<file path="config.mk">
export PLATFORM = sky130hd
export DESIGN_NAME = decode_queue
export DESIGN_NICKNAME = d
export VERILOG_FILES = /design/src/rtl/decode_pkg.sv /design/src/rtl/rv32_decode_comb.sv /design/src/rtl/decode_queue.sv
export SDC_FILE = /design/constraint.sdc
export NUM_CORES = 1
export LEC_CHECK = 0
export BUFFER_PORTS_ARGS = -buffer_cell sky130_fd_sc_hd__buf_2
export CORE_AREA = 2 2 225 227
export DETAILED_ROUTE_END_ITERATION = 10
export DIE_AREA = 0 0 227 229
export GPL_ROUTABILITY_DRIVEN = 0
export PLACE_DENSITY = 0.58
export SYNTH_ARGS = -nofsm -noshare
export SYNTH_HDL_FRONTEND = slang
export SYNTH_SLANG_ARGS = --single-unit
</file>
<file path="constraint.sdc">
create_clock -name clock -period 3.7 [get_ports clock]
set_clock_uncertainty 0.1 [all_clocks]
set_input_delay 0.37 -clock clock [delete_from_list [all_inputs] [get_ports clock]]
set_output_delay 0.37 -clock clock [all_outputs]
set_load 0.005 [all_outputs]
</file>
<file path="src/rtl/decode_pkg.sv">
// rtl/decode_pkg.sv - RV32I opcode constants and decoded instruction record
package decode_pkg;

   localparam logic [6:0] OPC_LUI    = 7'b0110111;
   localparam logic [6:0] OPC_AUIPC  = 7'b0010111;
   localparam logic [6:0] OPC_JAL    = 7'b1101111;
   localparam logic [6:0] OPC_JALR   = 7'b1100111;
   localparam logic [6:0] OPC_BRANCH = 7'b1100011;
   localparam logic [6:0] OPC_LOAD   = 7'b0000011;
   localparam logic [6:0] OPC_STORE  = 7'b0100011;
   localparam logic [6:0] OPC_OPIMM  = 7'b0010011;
   localparam logic [6:0] OPC_OP     = 7'b0110011;
   localparam logic [6:0] OPC_FENCE  = 7'b0001111;

   typedef struct packed {
      logic [6:0]  op_type;
      logic [2:0]  op_sub;
      logic [6:0]  op_flag;
      logic [31:0] imm;
      logic [4:0]  rs1;
      logic [4:0]  rs2;
      logic [4:0]  rd;
      logic        rs1_used;
      logic        rs2_used;
      logic        rd_used;
      logic        illegal;
   } decoded_t;

endpackage

</file>
<file path="src/rtl/rv32_decode_comb.sv">
// rtl/rv32_decode_comb.sv - combinational RV32I field and immediate decoder
module rv32_decode_comb
   import decode_pkg::*;
(
   input  logic [31:0] instr,
   output decoded_t    dec
);

   always_comb begin
      dec         = '0;
      dec.op_type = instr[6:0];
      dec.op_sub  = instr[14:12];
      case (instr[6:0])
         OPC_LUI, OPC_AUIPC: begin
            dec.imm     = {instr[31:12], 12'b0};
            dec.rd_used = 1'b1;
         end
         OPC_JAL: begin
            dec.imm     = {{11{instr[31]}}, instr[31], instr[19:12], instr[20], instr[30:21], 1'b0};
            dec.rd_used = 1'b1;
         end
         OPC_JALR, OPC_LOAD: begin
            dec.imm      = {{20{instr[31]}}, instr[31:20]};
            dec.rs1_used = 1'b1;
            dec.rd_used  = 1'b1;
         end
         OPC_BRANCH: begin
            dec.imm      = {{19{instr[31]}}, instr[31], instr[7], instr[30:25], instr[11:8], 1'b0};
            dec.rs1_used = 1'b1;
            dec.rs2_used = 1'b1;
         end
         OPC_STORE: begin
            dec.imm      = {{20{instr[31]}}, instr[31:25], instr[11:7]};
            dec.rs1_used = 1'b1;
            dec.rs2_used = 1'b1;
         end
         OPC_OPIMM: begin
            dec.rs1_used = 1'b1;
            dec.rd_used  = 1'b1;
            // shift-immediates carry a shamt and the funct7 qualifier instead of a 12-bit imm
            if (instr[13:12] == 2'b01) begin
               dec.imm     = {27'b0, instr[24:20]};
               dec.op_flag = instr[31:25];
            end else begin
               dec.imm = {{20{instr[31]}}, instr[31:20]};
            end
         end
         OPC_OP: begin
            dec.rs1_used = 1'b1;
            dec.rs2_used = 1'b1;
            dec.rd_used  = 1'b1;
            dec.op_flag  = instr[31:25];
         end
         OPC_FENCE: begin
            dec.imm = {24'b0, instr[27:20]};
         end
         default: begin
            dec.illegal = 1'b1;
         end
      endcase
      if (instr[11:7] == 5'd0) begin
         dec.rd_used = 1'b0;
      end
      dec.rs1 = dec.rs1_used ? instr[19:15] : 5'd0;
      dec.rs2 = dec.rs2_used ? instr[24:20] : 5'd0;
      dec.rd  = dec.rd_used  ? instr[11:7]  : 5'd0;
   end

endmodule

</file>
<file path="src/rtl/decode_queue.sv">
// rtl/decode_queue.sv - fetch-to-issue instruction FIFO with registered decode slot (option: DECODE_BYPASS_EN)
module decode_queue
   import decode_pkg::*;
#(
   parameter int DEPTH = 4,
   parameter int XLEN  = 32
) (
   input  logic                     clock,
   input  logic                     reset_n,
   input  logic                     flush,
   input  logic                     in_valid,
   output logic                     in_ready,
   input  logic [31:0]              in_instr,
   input  logic [XLEN-1:0]          in_pc,
   output logic                     out_valid,
   input  logic                     out_ready,
   output logic [6:0]               out_op_type,
   output logic [2:0]               out_op_sub,
   output logic [6:0]               out_op_flag,
   output logic [XLEN-1:0]          out_imm,
   output logic [4:0]               out_rs1,
   output logic [4:0]               out_rs2,
   output logic [4:0]               out_rd,
   output logic                     out_rs1_used,
   output logic                     out_rs2_used,
   output logic                     out_rd_used,
   output logic                     out_illegal,
   output logic [XLEN-1:0]          out_pc,
   output logic [31:0]              out_instr,
   output logic [$clog2(DEPTH):0]   count
);

   localparam int AW = $clog2(DEPTH);
   localparam int CW = AW + 1;

   logic [31:0]     mem_instr [DEPTH];
   logic [XLEN-1:0] mem_pc    [DEPTH];
   logic [AW-1:0]   wr_ptr, rd_ptr;

   logic            push, pop, bypass, slot_free, fifo_empty, load, fifo_push;
   logic [31:0]     head_instr;
   logic [XLEN-1:0] head_pc;
   decoded_t        head_dec, slot;

   assign in_ready   = (count < CW'(DEPTH));
   assign push       = in_valid && in_ready;
   assign fifo_empty = (count == '0);
   assign slot_free  = !out_valid || out_ready;
   assign pop        = !fifo_empty && slot_free;

`ifdef DECODE_BYPASS_EN
   assign bypass = fifo_empty && push && slot_free;
`else
   assign bypass = 1'b0;
`endif

   assign load       = pop || bypass;
   assign fifo_push  = push && !bypass;
   assign head_instr = bypass ? in_instr : mem_instr[rd_ptr];
   assign head_pc    = bypass ? in_pc    : mem_pc[rd_ptr];

   rv32_decode_comb u_decode (
      .instr (head_instr),
      .dec   (head_dec)
   );

   // storage array carries no reset; validity is tracked entirely by count
   always_ff @(posedge clock) begin
      if (fifo_push && !flush) begin
         mem_instr[wr_ptr] <= in_instr;
         mem_pc[wr_ptr]    <= in_pc;
      end
   end

   always_ff @(posedge clock or negedge reset_n) begin
      if (!reset_n) begin
         wr_ptr    <= '0;
         rd_ptr    <= '0;
         count     <= '0;
         out_valid <= 1'b0;
         slot      <= '0;
         out_pc    <= '0;
         out_instr <= '0;
      end else if (flush) begin
         wr_ptr    <= '0;
         rd_ptr    <= '0;
         count     <= '0;
         out_valid <= 1'b0;
      end else begin
         if (fifo_push) begin
            wr_ptr <= wr_ptr + 1'b1;
         end
         if (pop) begin
            rd_ptr <= rd_ptr + 1'b1;
         end
         case ({fifo_push, pop})
            2'b10:   count <= count + 1'b1;
            2'b01:   count <= count - 1'b1;
            default: count <= count;
         endcase
         if (load) begin
            out_valid <= 1'b1;
            slot      <= head_dec;
            out_pc    <= head_pc;
            out_instr <= head_instr;
         end else if (out_ready) begin
            out_valid <= 1'b0;
         end
      end
   end

   assign out_op_type  = slot.op_type;
   assign out_op_sub   = slot.op_sub;
   assign out_op_flag  = slot.op_flag;
   assign out_imm      = XLEN'($signed(slot.imm));
   assign out_rs1      = slot.rs1;
   assign out_rs2      = slot.rs2;
   assign out_rd       = slot.rd;
   assign out_rs1_used = slot.rs1_used;
   assign out_rs2_used = slot.rs2_used;
   assign out_rd_used  = slot.rd_used;
   assign out_illegal  = slot.illegal;

endmodule
</file>
Word-level counts from Yosys, hierarchy flattened
Memories as Yosys holds them, arrays and structs flattened. A register that Yosys moved wholly into a read port is not among the register bits.
Index checks and enable logic that the tools add are counted.
{"block": "classes", "add_sub_neg": 4, "n_reduce_logical": 21, "n_eq_ne": 13, "bitwise_logic": 1, "magnitude_cmp": 1, "mux": 23}
{"op": "32-bit one-hot mux with 7 select lines", "count": 1}
{"op": "32-bit 2-to-1 mux", "count": 1}
{"op": "7-bit by 6-bit equality test with 1-bit output (second input constant)", "count": 3}
{"op": "7-bit equality test (second input constant)", "count": 3}
{"op": "5-bit 2-to-1 mux", "count": 3}
{"op": "7-bit by 5-bit equality test with 1-bit output (second input constant)", "count": 2}
{"op": "7-bit one-hot mux with 2 select lines", "count": 1}
{"op": "1-bit 2-to-1 mux", "count": 10}
{"op": "10-bit OR reduction", "count": 1}
{"op": "2-bit 2-to-1 mux", "count": 4}
{"op": "7-bit by 2-bit equality test with 1-bit output (second input constant)", "count": 1}
{"op": "7-bit by 4-bit equality test with 1-bit output (second input constant)", "count": 1}
{"op": "7-bit 2-to-1 mux", "count": 1}
{"op": "7-bit OR reduction", "count": 1}
{"op": "3-bit one-hot mux with 2 select lines", "count": 1}
{"op": "3-bit nonzero test", "count": 2}
{"op": "6-bit OR reduction", "count": 1}
{"op": "5-bit logical NOT", "count": 1}
{"op": "2-bit by 1-bit adder with 2-bit output (second input constant)", "count": 2}
{"op": "2-bit by 1-bit equality test with 1-bit output (second input constant)", "count": 2}
{"op": "1-bit logical NOT", "count": 4}
{"op": "2-bit nonzero test", "count": 2}
{"op": "2-bit OR reduction", "count": 2}
{"op": "3-bit by 1-bit adder with 3-bit output (second input constant)", "count": 1}
{"op": "10 further kinds", "count": 12}
{"block": "word_totals", "mem_bits_rw": 256, "ff_bits": 108, "input_bits": 69, "memories": 2, "word_cells": 81}
{"memory": "mem_instr", "depth": 4, "word_bits": 32, "read_ports": 1, "rd_clocked_by_memory_dff": 0, "wr": 1, "line_no": "decode_queue.sv:36", "source": "logic [31:0] mem_instr [DEPTH];"}
{"memory": "mem_pc", "depth": 4, "word_bits": 32, "read_ports": 1, "rd_clocked_by_memory_dff": 1, "wr": 1, "line_no": "decode_queue.sv:37", "source": "logic [XLEN-1:0] mem_pc [DEPTH];"}

Longest topological paths before layout
Gate-level depths: netlist of the first run.
{"block": "logic_depth", "depth_word": 6, "ltp_mapped": 9, "ltp_nobuf": 7}

Hierarchy
Synthesis of the first run repeated with hierarchy kept, for this count alone.
{"block": "unflattened", "hier_cells": 797, "area_unflattened_um2": 15504.9}
{"mod": "decode_queue", "n_inst": 1, "cells_each": 667, "area_per_inst_um2": 14624.0}
{"mod": "rv32_decode_comb", "n_inst": 1, "cells_each": 130, "area_per_inst_um2": 880.8}

Worst setup path after synthesis of the first run
OpenSTA, ideal clock, no wires.
{"block": "synth_path", "path_kind": "register -> register", "from": "register count[2]", "to": "memory mem_instr[0][0] (enable)", "synth_period_minus_slack_ns": 3.048, "stages_incl_launch_ff": 5, "path_slack_ns": 0.652, "arrival_ns": 2.519, "path_cell_list": "dfrtp_1 > nor2b_1 > clkbuf_1 > nor2b_1 > and2_1"}
{"block": "synth_between", "elab_chain_len": 5}
{"item": "from (decl)", "line_no": "decode_queue.sv:30", "source": "output logic [$clog2(DEPTH):0] count"}
{"item": "from (signal assigned)", "line_no": "decode_queue.sv:97", "source": "2'b10: count <= count + 1'b1;"}
{"item": "from (signal assigned)", "line_no": "decode_queue.sv:98", "source": "2'b01: count <= count - 1'b1;"}
{"item": "from (signal assigned)", "line_no": "decode_queue.sv:99", "source": "default: count <= count;"}
{"item": "3-bit < comparator", "line_no": "decode_queue.sv:45", "source": "assign in_ready = (count < CW'(DEPTH));"}
{"item": "1-bit logical AND", "line_no": "decode_queue.sv:46", "source": "assign push = in_valid && in_ready;"}
{"item": "1-bit logical AND", "line_no": "decode_queue.sv:69", "source": "if (fifo_push && !flush) begin"}
{"item": "1-bit 2-to-1 mux", "line_no": "decode_queue.sv:69"}
{"item": "1-bit 2-to-1 mux (not written as such)", "line_no": "decode_queue.sv:70", "source": "mem_instr[wr_ptr] <= in_instr;"}
{"item": "to (decl)", "line_no": "decode_queue.sv:36"}
Every way passes these cells.

Worst setup path after layout of the first run
{"block": "layout_path", "from": "register rd_ptr[1]", "to": "register slot, in the netlist out_imm[30]"}
{"block": "layout_between", "elab_chain_len": 4}
{"item": "from (decl)", "line_no": "decode_queue.sv:38", "source": "logic [AW-1:0] wr_ptr, rd_ptr;"}
{"item": "from (signal assigned)", "line_no": "decode_queue.sv:94", "source": "rd_ptr <= rd_ptr + 1'b1;"}
{"item": "memory read 4 x 32 bit *"}
{"item": "7-bit equality test, or another cell as far along", "line_no": "rv32_decode_comb.sv:13", "source": "case (instr[6:0])"}
{"item": "2-bit OR reduction or 32-bit 2-to-1 mux (tied branches)"}
{"item": "32-bit one-hot mux with 7 select lines *", "line_no": "rv32_decode_comb.sv:13"}
{"item": "to (signal assigned)", "line_no": "decode_queue.sv:81", "source": "slot <= '0;"}
{"item": "to (signal assigned)", "line_no": "decode_queue.sv:103", "source": "slot <= head_dec;"}
{"item": "to (decl)", "line_no": "decode_queue.sv:43", "source": "decoded_t head_dec, slot;"}
Every way passes the cells marked *; elsewhere a longest branch is shown, timed or not.
A chain may end at the register's enable or synchronous reset.

==> results of run 1 <==
[per-stage QoR]
stage	util	total power, mW
finish	0.375	13.0
global placement	0.333	8.77
global route	0.375	13.7
CTS	0.375	13.2
detailed placement	0.333	8.83
floorplan	-	7.57
[worst paths after layout]
path | start | to
max in group asynchronous | reset_n | out_pc[17]
worst max register to register | rd_ptr[1] | out_imm[30]
min in group asynchronous | reset_n | out_instr[1]
worst min-delay path | flush | count[1]
worst max-delay path | rd_ptr[1] | out_imm[30]
worst min register to register | out_instr[17] | out_instr[17]
[flip-flops by register name, indices dropped and copies added (netlist names)]
signal        count
out_rs2           5
out_op_flag       7
out_valid         1
count             3
rd_ptr            2
out_rs1           5
out_imm          32
out_instr        32
mem_pc          128
out_rs1_used      1
out_illegal       1
out_rd            5
out_pc           32
wr_ptr            2
out_rs2_used      1
mem_instr       128
out_rd_used       1
[cell families after synthesis]
group           after synthesis  synth area share
flops                       386             0.742
simple gates                293            0.0799
compound gates              107            0.0511
buf+inv                      67            0.0215
mux                          65            0.0984
xor+xnor                      5           0.00297
fa+ha+maj                     5           0.00475
[area by class of cell]
cell class	instances	area, um2
clock inverters	23	219
well taps	672	841
fillers	4737	31000
inverters	7	26.3
clock buffers	56	1200
multi-input cells	475	3520
repair buffers	287	1880
flip-flops and latches	386	10900
[layout by cell type (no fill, tap or decap), types with 5 or more instances in the layout]
master         count
a22o_1            15
a21oi_1           25
o21ai_1           17
o21ai_0           13
clkinvlp_4         5
clkbuf_1           8
edfxtp_1         256
mux4_2            64
inv_1              7
a222oi_1          11
buf_2            204
dfrtp_1          128
nor2_1            17
buf_12             5
dlygate4sd3_1     66
nor3_1             5
clkbuf_16         45
nor2b_1            5
nand2_1          241
clkinv_1           6
buf_4             11
[power breakdown]
group	leakage, nW	switching [mW]	internal [mW]
registers	4.03	0.374	5.26
clock network	0.678	1.73	2.50
logic	2.62	1.81	1.29
[routing by layer]
layer / wire, um / share of wire / vias up
li1: - / - / 3982
met2: 18300 / 0.49 / 283
met3: 2250 / 0.061 / 46
met1: 15900 / 0.43 / 4560
met5: 18 / 0.00048 / -
met4: 728 / 0.020 / 4
[timing repair]
item / in CTS / in global routing
setup buffers: 0 / 0
hold endpoints to repair: 329 / 0
hold buffers: 66 / 0
==> results.txt, run 1 <==
Via count: 8875
Met1 Use GR: 0.186
Num rows: 82
Setup CP Type: flip-flop to flip-flop
IO buf count: 205
Clock-pin slew on the worst setup and hold paths: 0.06 ns
Fin area: 0.0186 mm2
Cell family with most CP delay: compound AO/OA/AOI/OAI gates
Crit path cell chain: mux4_2 > nor2b_1 > nand3_1 > o211ai_2 > a222oi_1 > a21oi_1
Peak Freq: 332 MHz
Met3 GRT Util: 0.0322
Final Instance Count excl. Fillers: 1906
Slowest CP cell: dfrtp_4
Final wirelength: 37100 um
Grt ovf: 0
Number of synthesis warnings: 0
Routed wire length per instance: 19.5 um
Worst hold path depth: 2
Global routing's busiest layer: met2
Worst slack, placed: 0.673 ns
Vias in the first global route: 9195
Post-CTS sizing: 0
Slew headroom: 0.383
Synth-to-Final Area Change: 26.2%
Via-to-Cell Ratio: 4.66
Final period util: 0.814
Core footprint: 0.0497 mm2
Largest net degree at the start of global routing: 74
Crit path required time: 4.09 ns
Worst min path class: input pin to flip-flop
Post-DRT Antenna Nets: 0
Yosys cell types: 53
NumNets Final: 1274
Startpoint class of the critical path: flip-flop
Clk_lat worst skew: 0.57 ns
Slew Viols, Final: 0
Peak supply drop: 0.000409 V
Share of the synthesized area in the top cell type: 0.521
Die Footprint: 0.0520 mm2
Hold WS: 0.0564 ns
Min Clock Period, post-route: 3.01 ns
CP endpoint kind: flip-flop
Met2 usage: 0.245
Final hold vios: 0
Max-cap violation count: 0
Mapped Area: 0.0148 mm2
Post-Synthesis Cells: 928
Worst slew pin tran: 0.921 ns
Reg2reg path depth: 6
Max incr delay on CP: 0.78 ns
First-pass GRT wire length: 56600 um
Post-synth top cells: edfxtp_1, nand2_1, dfrtp_1
Die Wd: 227 um
Cell with the most instances after synthesis: edfxtp_1
Leakage power: 7.33 nW
RSZ-0062 raised after global routing: no
Clock buffer depth: 3
Die height: 229 um
# DRC: 0
CTS tree: built
Placed cell count: 1761
Critical path arrival: 3.40 ns
Status: completed
CP bufs+invs: 0
Flop2flop setup slack: 0.69 ns
DR iter-0 viols: 704
Synth area leaders: edfxtp_1, dfrtp_1, mux4_2
CP max FO: 34
Io pins: 206
Diode count: 0
Ys flop type: edfxtp_1
Final HPWL DP: 23700 um
Pwr/cell area: 696 mW/mm2
Share of layout cells above drive strength 1: 0.296
Total CTS buffers: 43
1st-pass router iterations: 5
CTS Root Cell: clkbuf_16
Register area share after synthesis: 0.742
Synth area leader: edfxtp_1
Post-synth EDFFs: 256
GR Util All Layers: 0.145
Post-place instance area: 0.0165 mm2
# setup viols final: 0
Setup TNS: 0 ns
H-Tree Depth: 2
Post-Syn Area per Cell: 15.9 um2
Async SR Flop Fraction: 0.337
Final WS setup: 0.688 ns
Initial Utilization: 0.297
CP Depth: 6
Initial antenna violation count: 2
Syn Nets: 1002
Sink Count: 386
Register bit total from synthesis: 386
Note: power is estimated with default switching activity, not from simulation.
==> run 2, diff against run 1 <==
--- a/config.mk
+++ b/config.mk
@@ -10,7 +10,7 @@
 export DETAILED_ROUTE_END_ITERATION = 10
 export DIE_AREA = 0 0 227 229
 export GPL_ROUTABILITY_DRIVEN = 0
-export PLACE_DENSITY = 0.58
+export PLACE_DENSITY = 0.6
 export SYNTH_ARGS = -nofsm -noshare
 export SYNTH_HDL_FRONTEND = slang
 export SYNTH_SLANG_ARGS = --single-unit
==> constraint.sdc (replaced) <==
create_clock -name clock -period 2.62 [get_ports clock]
set_clock_uncertainty 0.1 [all_clocks]
set_input_delay 0.262 -clock clock [delete_from_list [all_inputs] [get_ports clock]]
set_output_delay 0.262 -clock clock [all_outputs]
set_load 0.005 [all_outputs]
==> results.txt, run 2 (same netlist as run 1, synthesis figures left out) <==
Crit path cell chain: mux4_2 > or2_1 > a2111o_1 > buf_4 > a21oi_2 > buf_6 > a22o_1 (was mux4_2 > nor2b_1 > nand3_1 > o211ai_2 > a222oi_1 > a21oi_1)
Via-to-Cell Ratio: 4.65 (was 4.66)
Pwr/cell area: 987 mW/mm2 (was 696 mW/mm2)
Status: completed (unchanged)
DR iter-0 viols: 722 (was 704)
Largest net degree at the start of global routing: 65 (was 74)
1st-pass router iterations: 6 (was 5)
Io pins: 206 (unchanged)
CP endpoint kind: flip-flop (unchanged)
IO buf count: 205 (unchanged)
Cell family with most CP delay: compound AO/OA/AOI/OAI gates (unchanged)
# DRC: 0 (unchanged)
Routed wire length per instance: 19.3 um (was 19.5 um)
# setup viols final: 0 (unchanged)
Worst slew pin tran: 0.686 ns (was 0.921 ns)
Power, Total: 18.9 mW (was 13.0 mW)
Critical path arrival: 2.95 ns (was 3.40 ns)
Via count: 9060 (was 8875)
Synth-to-Final Area Change: 29.7% (was 26.2%)
CP max FO: 6 (was 34)
Initial antenna violation count: 5 (was 2)
Commonest non-fill, non-tap cells in the layout: edfxtp_1, nand2_1, buf_2 (unchanged)
Setup CP Type: flip-flop to flip-flop (unchanged)
Startpoint class of the critical path: flip-flop (unchanged)
Most common cell after layout, fill and taps aside: edfxtp_1 (unchanged)
CTS tree: built (unchanged)
Worst min path class: input pin to asynchronous set/reset pin (was input pin to flip-flop)
RSZ-0062 raised after global routing: yes (was no)
Final hold vios: 0 (unchanged)
H-Tree Depth: 2 (unchanged)
Final period util: 0.977 (was 0.814)
Clk_lat worst skew: 0.57 ns (about the same)
Biggest regs: mem_instr (128), mem_pc (128) (unchanged)
Final wirelength: 37700 um (was 37100 um)
Sink Count: 386 (unchanged)
Core footprint: 0.0497 mm2 (unchanged)
Crit path required time: 3.01 ns (was 4.09 ns)
Final HPWL DP: 23700 um (about the same)
Die height: 229 um (unchanged)
Slew headroom: 0.542 (was 0.383)
Grt ovf: 0 (unchanged)
Clock buffer depth: 3 (unchanged)
Die Wd: 227 um (unchanged)
Vias in the first global route: 9430 (was 9195)
GR Util All Layers: 0.145 (about the same)
Share of layout cells above drive strength 1: 0.328 (was 0.296)
Clock-pin slew on the worst setup and hold paths: 0.06 ns (about the same)
CTS Root Cell: clkbuf_16 (unchanged)
Max-cap violation count: 0 (unchanged)
Initial Utilization: 0.297 (unchanged)
NumNets Final: 1317 (was 1274)
Util after Layout: 0.385 (was 0.375)
First-pass GRT wire length: 57000 um (was 56600 um)
Die Footprint: 0.0520 mm2 (unchanged)
Total CTS buffers: 43 (unchanged)
Min Clock Period, post-route: 2.56 ns (was 3.01 ns)
Peak supply drop: 0.000597 V (was 0.000409 V)
Leakage power: 7.61 nW (was 7.33 nW)
CP bufs+invs: 2 (was 0)
Post-DRT Antenna Nets: 0 (unchanged)
Slew Viols, Final: 0 (unchanged)
Peak Freq: 391 MHz (was 332 MHz)
Slowest CP cell: a2111o_1 (was dfrtp_4)
Max incr delay on CP: 0.53 ns (was 0.78 ns)
Fillers: 4717 (was 4737)
Num rows: 82 (unchanged)
-- run 2: cell type report --
type / instances / area (um2) / area share
inverter: 7 / 26.3 / 0.00137
multi-input combinational: 475 / 3540 / 0.185
tap: 672 / 841 / 0.0439
clock inverter: 22 / 214 / 0.0112
clock buffer: 57 / 1240 / 0.0649
sequential: 386 / 10900 / 0.572
antenna: 1 / 2.50 / 0.000131
timing repair buffer: 330 / 2320 / 0.121
-- run 2: through the flow --
step / setup slack [ns] / hold slack [ns] / std cells / instance area, um2 / setup TNS [ns]
after detailed placement: -0.0253 / 0.139 / 1790 / 16900 / -0.0566
after global placement: 0.0100 / 0.139 / 1790 / 16900 / 0
after global routing: -0.0775 / 0.138 / 1950 / 19100 / -1.12
after floorplan: 0.163 / -0.134 / 928 / 14800 / 0
final: 0.0604 / 0.111 / 1950 / 19100 / 0
after CTS: 0.0114 / 0.0977 / 1942 / 19000 / 0
-- run 2: repair_timing --
action                     4_1_cts  5_1_grt
gates resized for setup          0       14
hold buffers                    69        0
gates cloned                     0        1
hold endpoints to repair       394        0
setup endpoints to repair       23       37
pin swaps                        0        2
setup buffers                    4        6
-- run 2: power breakdown --
part	internal (mW)	total, mW	leakage (nW)	switching, mW
logic	2.14	4.88	2.88	2.74
clock network	3.64	6.10	0.711	2.46
registers	7.43	7.91	4.03	0.487
total	13.2	18.9	7.61	5.69
-- run 2: final timing paths --
kind                            from  cells past startpoint  slack, ns             to
min in group clock         in_pc[30]                      2       0.35  mem_pc[3][30]
max reg2reg                rd_ptr[0]                      7       0.06     out_rs1[2]
min reg2reg                out_pc[6]                      2       0.37      out_pc[6]
max in group asynchronous    reset_n                      3       1.64     out_pc[15]
max                        rd_ptr[0]                      7       0.06     out_rs1[2]
min                          reset_n                      2       0.11      out_rd[3]
-- run 2: layer usage --
layer	up-vias	GRT usage	share of wire
met5	-	0	0.0014
met4	8	0.0394	0.021
met3	66	0.0350	0.068
met2	308	0.241	0.49
met1	4607	0.188	0.42
li1	4071	-	-
